**config.mk**
```make
export PLATFORM = sky130hd
export DESIGN_NAME = spi_rx_master
export DESIGN_NICKNAME = d
export VERILOG_FILES = /design/src/rtl/spi_rx_master_pkg.sv /design/src/rtl/spi_rx_master_phase_cnt.sv /design/src/rtl/spi_rx_master.sv
export SDC_FILE = /design/constraint.sdc
export NUM_CORES = 1
export LEC_CHECK = 0
export ABC_CLOCK_PERIOD_IN_PS = 1700
export BUFFER_PORTS_ARGS = -buffer_cell sky130_fd_sc_hd__buf_4
export CAP_MARGIN = 30
export CORE_MARGIN = 2
export CORE_UTILIZATION = 40
export CTS_CLUSTER_DIAMETER = 120
export DETAILED_ROUTE_END_ITERATION = 10
export PLACE_DENSITY = 0.65
export SYNTH_ARGS = -nofsm -noshare
export SYNTH_HDL_FRONTEND = slang
export SYNTH_SLANG_ARGS = --single-unit
```
**constraint.sdc**
```tcl
create_clock -name clk -period 1.7 [get_ports clk]
set_input_delay 0.085 -clock clk [delete_from_list [all_inputs] [get_ports clk]]
set_output_delay 0.085 -clock clk [all_outputs]
set_load 0.05 [all_outputs]
```
**src/rtl/spi_rx_master_pkg.sv**
```systemverilog
// Shared constants and FSM state encoding for the SPI readout initiator.
package spi_rx_master_pkg;

  localparam int SPI_WORD_W      = 27;
  localparam int SPI_CLK_DIV_MIN = 4;

  typedef enum logic [2:0] {
    ST_IDLE  = 3'd0,
    ST_LOAD  = 3'd1,
    ST_SETUP = 3'd2,
    ST_HIGH  = 3'd3,
    ST_LOW   = 3'd4,
    ST_TAIL  = 3'd5,
    ST_GAP   = 3'd6
  } spi_state_e;

endpackage

```
**src/rtl/spi_rx_master_phase_cnt.sv**
```systemverilog
// Phase timer: down-counter reloaded on every state entry, done on terminal count.
module spi_rx_master_phase_cnt
  import spi_rx_master_pkg::*;
#(
  parameter int CLK_DIV = 8
) (
  input  logic clk,
  input  logic rst,
  input  logic restart,
  output logic done
);

  localparam int CW = (CLK_DIV > 1) ? $clog2(CLK_DIV) : 1;
  localparam logic [CW-1:0] RELOAD = CW'(CLK_DIV - 1);

  logic [CW-1:0] cnt;

  // A reload on entry makes the phase last exactly CLK_DIV cycles.
  always_ff @(posedge clk) begin
    if (rst) begin
      cnt <= '0;
    end else if (restart) begin
      cnt <= RELOAD;
    end else if (cnt != '0) begin
      cnt <= cnt - CW'(1);
    end
  end

  assign done = (cnt == '0);

endmodule

```
**src/rtl/spi_rx_master.sv**
```systemverilog
// SPI initiator reading one WIDTH-bit word MSB first from the shift-out port.
//   state | meaning
//   IDLE  | waiting for start
//   LOAD  | one-cycle load pulse to the port, cs_n high
//   SETUP | cs_n low, sclk low before the first rise
//   HIGH  | sclk high; bit captured on entry
//   LOW   | sclk low; port shifts its next bit out
//   TAIL  | sclk low hold after the last fall
//   GAP   | cs_n high minimum deselect time
module spi_rx_master
  import spi_rx_master_pkg::*;
#(
  parameter int WIDTH   = SPI_WORD_W,
  parameter int CLK_DIV = 8
) (
  input  logic             clk,
  input  logic             rst,
  input  logic             start,
  output logic             busy,
  output logic             load,
  output logic             cs_n,
  output logic             sclk,
  input  logic             serial_in,
  output logic [WIDTH-1:0] data_out,
  output logic             valid
);

  localparam int BW = $clog2(WIDTH);
  localparam logic [BW-1:0] LAST_BIT = BW'(WIDTH - 1);

  spi_state_e       state;
  logic [BW-1:0]    bit_cnt;
  logic [WIDTH-1:0] sreg;
  logic             phase_done;
  logic             phase_restart;

  // Holding the timer in reload while IDLE/LOAD gives SETUP a full phase.
  assign phase_restart = phase_done || (state == ST_IDLE) || (state == ST_LOAD);

  spi_rx_master_phase_cnt #(
    .CLK_DIV (CLK_DIV)
  ) u_phase_cnt (
    .clk     (clk),
    .rst     (rst),
    .restart (phase_restart),
    .done    (phase_done)
  );

  always_ff @(posedge clk) begin
    if (rst) begin
      state    <= ST_IDLE;
      busy     <= 1'b0;
      load     <= 1'b0;
      cs_n     <= 1'b1;
      sclk     <= 1'b0;
      valid    <= 1'b0;
      data_out <= '0;
      sreg     <= '0;
      bit_cnt  <= '0;
    end else begin
      load  <= 1'b0;
      valid <= 1'b0;
      case (state)
        ST_IDLE: begin
          if (start) begin
            state <= ST_LOAD;
            load  <= 1'b1;
            busy  <= 1'b1;
          end
        end
        ST_LOAD: begin
          state   <= ST_SETUP;
          cs_n    <= 1'b0;
          bit_cnt <= '0;
          sreg    <= '0;
        end
        ST_SETUP: begin
          if (phase_done) begin
            state <= ST_HIGH;
            sclk  <= 1'b1;
            sreg  <= {sreg[WIDTH-2:0], serial_in};
          end
        end
        ST_HIGH: begin
          if (phase_done) begin
            sclk  <= 1'b0;
            state <= (bit_cnt == LAST_BIT) ? ST_TAIL : ST_LOW;
          end
        end
        ST_LOW: begin
          if (phase_done) begin
            state   <= ST_HIGH;
            sclk    <= 1'b1;
            bit_cnt <= bit_cnt + BW'(1);
            sreg    <= {sreg[WIDTH-2:0], serial_in};
          end
        end
        ST_TAIL: begin
          if (phase_done) begin
            state    <= ST_GAP;
            cs_n     <= 1'b1;
            data_out <= sreg;
            valid    <= 1'b1;
          end
        end
        ST_GAP: begin
          if (phase_done) begin
            state <= ST_IDLE;
            busy  <= 1'b0;
          end
        end
        default: begin
          state <= ST_IDLE;
          busy  <= 1'b0;
          cs_n  <= 1'b1;
          sclk  <= 1'b0;
        end
      endcase
    end
  end

endmodule
```
After elaboration in Yosys (flattened, before gate mapping)
Index checks and enable logic that the tools add are counted.
W data, S select, Z words.
Word-level totals
  word-level logic and storage cells: 72
  register bits: 70
  output and inout port bits: 32
  input port bits: 4
Operators by class
  reductions and logical operators: 21
  mux-type cells: 21
  bitwise gates (word level): 5
  equal/unequal tests: 13
  add/subtract/negate cells: 2
Operators by type and width (number)
  $pmux W27 S2: 1
  $mux W27: 1
  $mux W3: 7
  $pmux W3 S6: 1
  $ne A2 B2 Y1 const B: 5
  $pmux W5 S2: 1
  $reduce_or A5 Y1: 2
  $eq A3 B3 Y1 const B: 3
  $pmux W1 S3: 3
  $reduce_and A2 Y1: 4
  $eq A3 B2 Y1 const B: 2
  $logic_not A3 Y1: 2
  $mux W1: 6
  $reduce_and A3 Y1: 2
  $reduce_bool A2 Y1: 3
  $reduce_or A2 Y1: 3
  $add A5 B1 Y5 const B: 1
  $eq A5 B5 Y1 const B: 1
  $mux W5: 1
  $not A1 Y1: 5
  $reduce_and A5 Y1: 1
  $reduce_or A4 Y1: 1
  $eq A3 B1 Y1 const B: 1
  $reduce_bool A3 Y1: 1
  3 further kinds: 4

Longest topological paths before layout
  depth after elaboration: 4
  depth in mapped cells: 9
  gate-level depth less buffers: 6

Hierarchy
A second synthesis with hierarchy kept.
Second synthesis, totals
  cell total of the unflattened synthesis: 343
  area total of the unflattened synthesis: 2887.8 um2
Modules (own cells, without submodules)
  spi_rx_master: instances 1, cells each 325, area each 2718.9 um2
  spi_rx_master_phase_cnt: instances 1, cells each 18, area each 168.9 um2

Worst setup path after synthesis
OpenSTA, ideal clock, no wires.
  path kind: flip-flop to flip-flop
  from: reg u_phase_cnt.cnt[0]
  to: reg data_out[15]
  arrival: 1500 ps
  path buffers: 2
  required time: 1630 ps
  setup time: 70 ps
  cell stages (with the launch flop): 9
  path slack: 130 ps
  cell sequence: dfxtp_1 inv_1 ha_1 nor2b_1 buf_2 nand3_2 clkbuf_1 nand2_1 a21oi_1
Between the ends
  cells in the longest elaborated chain, start to end: 2
Ends and longest elaborated chain
  from (decl): line spi_rx_master_phase_cnt.sv:16  | logic [CW-1:0] cnt;
  from (signal assigned): line spi_rx_master_phase_cnt.sv:25  | cnt <= cnt - CW'(1);
  $logic_not A3 Y1: line spi_rx_master_phase_cnt.sv:29  | assign done = (cnt == '0);
  $reduce_and A2 Y1 (no line)
  to (signal assigned): line spi_rx_master.sv:102  | data_out <= sreg;
  to (decl): line spi_rx_master.sv:24  | output logic [WIDTH-1:0] data_out,
No other way between the ends.
A chain may end at the register's enable or synchronous reset.

Final worst setup path
  from: reg state[1]
  to: reg sreg[25]
Between the ends
  cells in the longest elaborated chain, start to end: 4
  elaborated cells between the ends (all ways): 8
Ends and longest elaborated chain
  from (decl): line spi_rx_master.sv:31  | spi_state_e state;
  from (signal assigned): line spi_rx_master.sv:87  | state <= (bit_cnt == LAST_BIT) ? ST_TAIL : ST_LOW;
  $eq A3 B3 Y1 or $eq A3 B2 Y1 (tied branches): line spi_rx_master.sv:63  | case (state)
  $reduce_or A2 Y1 (no line)
  $ne A2 B1 Y1 (no line) or $reduce_bool A2 Y1 (tied branches)
  $reduce_and A2 Y1 (no line)
  to (signal assigned): line spi_rx_master.sv:81  | sreg <= {sreg[WIDTH-2:0], serial_in};
  to (signal assigned): line spi_rx_master.sv:95  | sreg <= {sreg[WIDTH-2:0], serial_in};
  to (decl): line spi_rx_master.sv:33  | logic [WIDTH-1:0] sreg;
Several ways; a longest one is shown, not always the timed one.

==> results.yml <==
outcome:
  status: "completed"
timing:
  worstMarginPinSlew_ns: 0.431
  rsz0062_at_grt: "no"
  relSlewSlack_pct: 71.1
  tns_ns: 0
  setup_violations: 0
  finalCritPeriodShare_pct: 93.2
  max_freq_ghz: 0.631
  finalClockSkew_ns: 0.00717
  slew_violations: 0
  layout_min_cycle_time_ns: 1.58
  hold_viol: 0
route:
  final_antenna_net_count: 0
  vias_per_cell: 4.96
  post_drt_wl_per_cell_um: 12.1
  drc: 0
  vias: 2373
  drtPass1Iterations: 4
  wl_mm: 5.79
  drt_iter0_markers: 131
die:
  dieArea_sq_um: 7740
  die_y_um: 88.0
  coreArea_sq_um: 6790
  die_w_um: 88.0
  rows: 30
  io_pins: 36
  initial_utilization_pct: 41.5
worst_setup_path:
  cp_num_cells: 6
  r2r_end: "sreg[25]$_SDFFE_PP0P_"
  max_stage_delay_ns: 0.55
  setup.worst_path.end: "sreg[25]$_SDFFE_PP0P_"
  cp-start-kind: "flop"
  r2r_slack_ns: 0.12
  required_ns: 1.97
  crit_path_max_fanout: 14
  cp-startpoint: "state[1]$_SDFFE_PP0P_"
  rr_worst_depth: 6
  path_class: "reg -> reg"
  r2r-start: "state[1]$_SDFFE_PP0P_"
  endpoint_kind: "flop"
  crit_chain: "xnor2_1, o32ai_4, buf_12, clkbuf_16, nand3_1, o21ai_0"
  critPathBufInv: 2
  cpLargestDelayFamily: "flip-flops"
  slowest_stage: "dfxtp_1"
  cp.arrival_ns: 1.85
power_and_ir_drop:
  power_mw: 3.64
  p_leak_nw: 1.28
  pwr_density_cell_nw_per_um2: 1030
  ir_worst_vdd_mv: 0.655
logic_synthesis:
  avgSynthCellArea_sq_um: 8.32
  synth_edf_count: 0
  synth_ff_type: "dfxtp_1"
  synth_top_area_share_pct: 49.7
  synthSimpleGateAreaFrac_pct: 25.5
  synth_compound_area_share_pct: 16.2
  async_flop_share_pct: 0
  synthCells: 339
  synth_seq_cells: 70
  syn_nets: 347
  yosysSeqAreaShare_pct: 49.7
  synthAdderAreaFrac_pct: 1.77
  synth_largest_area_cell: "dfxtp_1"
  yosys_warnings: 0
  synthTopCellsByArea: "dfxtp_1, nand2_1, nand2b_1"
  synth_top_family_by_area: "simple AND/OR/NAND/NOR gates"
  ys_types: 40
  netlist_area_sq_um: 2820
  synth_xor_xnor_area_share_pct: 1.24
  muxShareOfSynthArea_pct: 0.754
clock_tree:
  root_buffer: "clkbuf_8"
  cts_buffers: 9
  clk_latency_ns: 0.35
  clk_pin_slew_ns: 0.07
  cts_sinks: 70
  htree_levels: 3
  cts_tree: "done"
  cts_buffer_depth: 2
flow_run:
  maxCapViolCount: 0
global_route:
  first_global_vias: 2066
  grt_usage_pct: 15.3
  gr-total-overflow: 0
  grt_first_pass_wirelength_mm: 9.20
  grt_max_degree: 55
  antenna_found_initial: 0
layout:
  final_common_cell: "dfxtp_1"
  drive_gt1_share_pct: 19.6
  layout_common_cells: "dfxtp_1, nand2_1, buf_4, a21oi_1"
  antenna_cells: 0
  final_nets: 386
  area_growth_syn_to_layout_pct: 25.5
worst_hold_path:
  min_path_type: "in -> reg"
placed_design:
  dp_hpwl_mm: 3.42
  io_buffers: 35
  gp_congestion: 0.844
-- worst min-delay path by stage --
stage / cells after the start / from / end / slack (ns)
floorplan: 2 / serial_in / sreg[0]$_SDFFE_PP0P_ / 0.22
global placement: 3 / serial_in / sreg[0]$_SDFFE_PP0P_ / 0.31
detailed placement: 3 / serial_in / sreg[0]$_SDFFE_PP0P_ / 0.32
CTS: 3 / start / load$_SDFF_PP0_ / 0.03
global route: 3 / start / load$_SDFF_PP0_ / 0.06
finish: 3 / start / load$_SDFF_PP0_ / 0.05
-- worst register-to-register path, cell delays in order (launching register included) --
cell	delay, ns
dfxtp_1	0.55
xnor2_1	0.22
o32ai_4	0.28
buf_12	0.16
clkbuf_16	0.16
nand3_1	0.07
o21ai_0	0.08
-- sequential cells by signal, indices dropped and copies added (netlist names) --
register and count:
cs_n 1, sreg 27, state 3, load 1, busy 1, valid 1, data_out 27, bit_cnt 5
sclk 1, u_phase_cnt.cnt 3
-- power by group --
group	switching (mW)	internal [mW]
clock network	0.621	0.817
logic	0.286	0.212
registers	0.0343	1.67
total	0.941	2.70
-- logic make-up (layout without fill, tap and decap cells) --
kind of cell / count (synthesis) / after routing
adders and majority gates: 4 / 4
xor gates and xnor gates: 4 / 4
and+or+nand+nor: 147 / 147
buffers and inverters: 31 / 74
muxes: 2 / 2
DFF: 70 / 70
AOI/OAI and AO/OA: 81 / 81
-- final cells by class --
cell class | instances | area, sq um
Clock inverter | 6 | 87.6
Fill cell | 658 | 3250
Multi-Input combinational cell | 238 | 1300
Timing Repair Buffer | 53 | 489
Inverter | 6 | 22.5
Clock buffer | 9 | 124
Sequential cell | 70 | 1400
Tap cell | 96 | 120
-- metal layers --
metal	vias up	wire length, um	GRT usage [%]	share of wire, %
li1	1225	-	-	-
met1	1099	2870	19.3	49
met2	40	2590	23.8	45
met3	9	220	3.68	3.8
met4	0	112	8.81	1.9
met5	-	0	0	0
-- repair_timing --
item                       in CTS  in global routing
hold endpoints to repair        1                  0
setup endpoints to repair       0                 30
setup buffers                   0                  1
resized for setup               0                  3
hold buffers                    1                  0
-- cell usage after synthesis, drive strengths merged, types with 2 or more instances --
cell	count
nor2b	3
inv	6
o21ai	32
clkbuf	13
or3	2
nor2	12
nand3	29
xnor2	4
nand2	61
nand2b	31
dfxtp	70
o32ai	3
buf	12
ha	4
nand4b	2
a21oi	37
-- metrics by stage --
step	util [%]	std cells	hold WS (ns)	instance area [sq um]	setup slack, ns
6_report	52.1	478	0.0468	3540	0.116
2_1_floorplan	-	339	0.215	2820	0.130
3_5_place_dp	47.5	458	0.319	3230	0.0321
3_3_place_gp	47.5	458	0.309	3230	0.133
5_1_grt	52.1	478	0.0645	3540	0.000635
4_1_cts	50.8	474	0.0311	3450	0.0340
(Power assumes the default switching activity.)
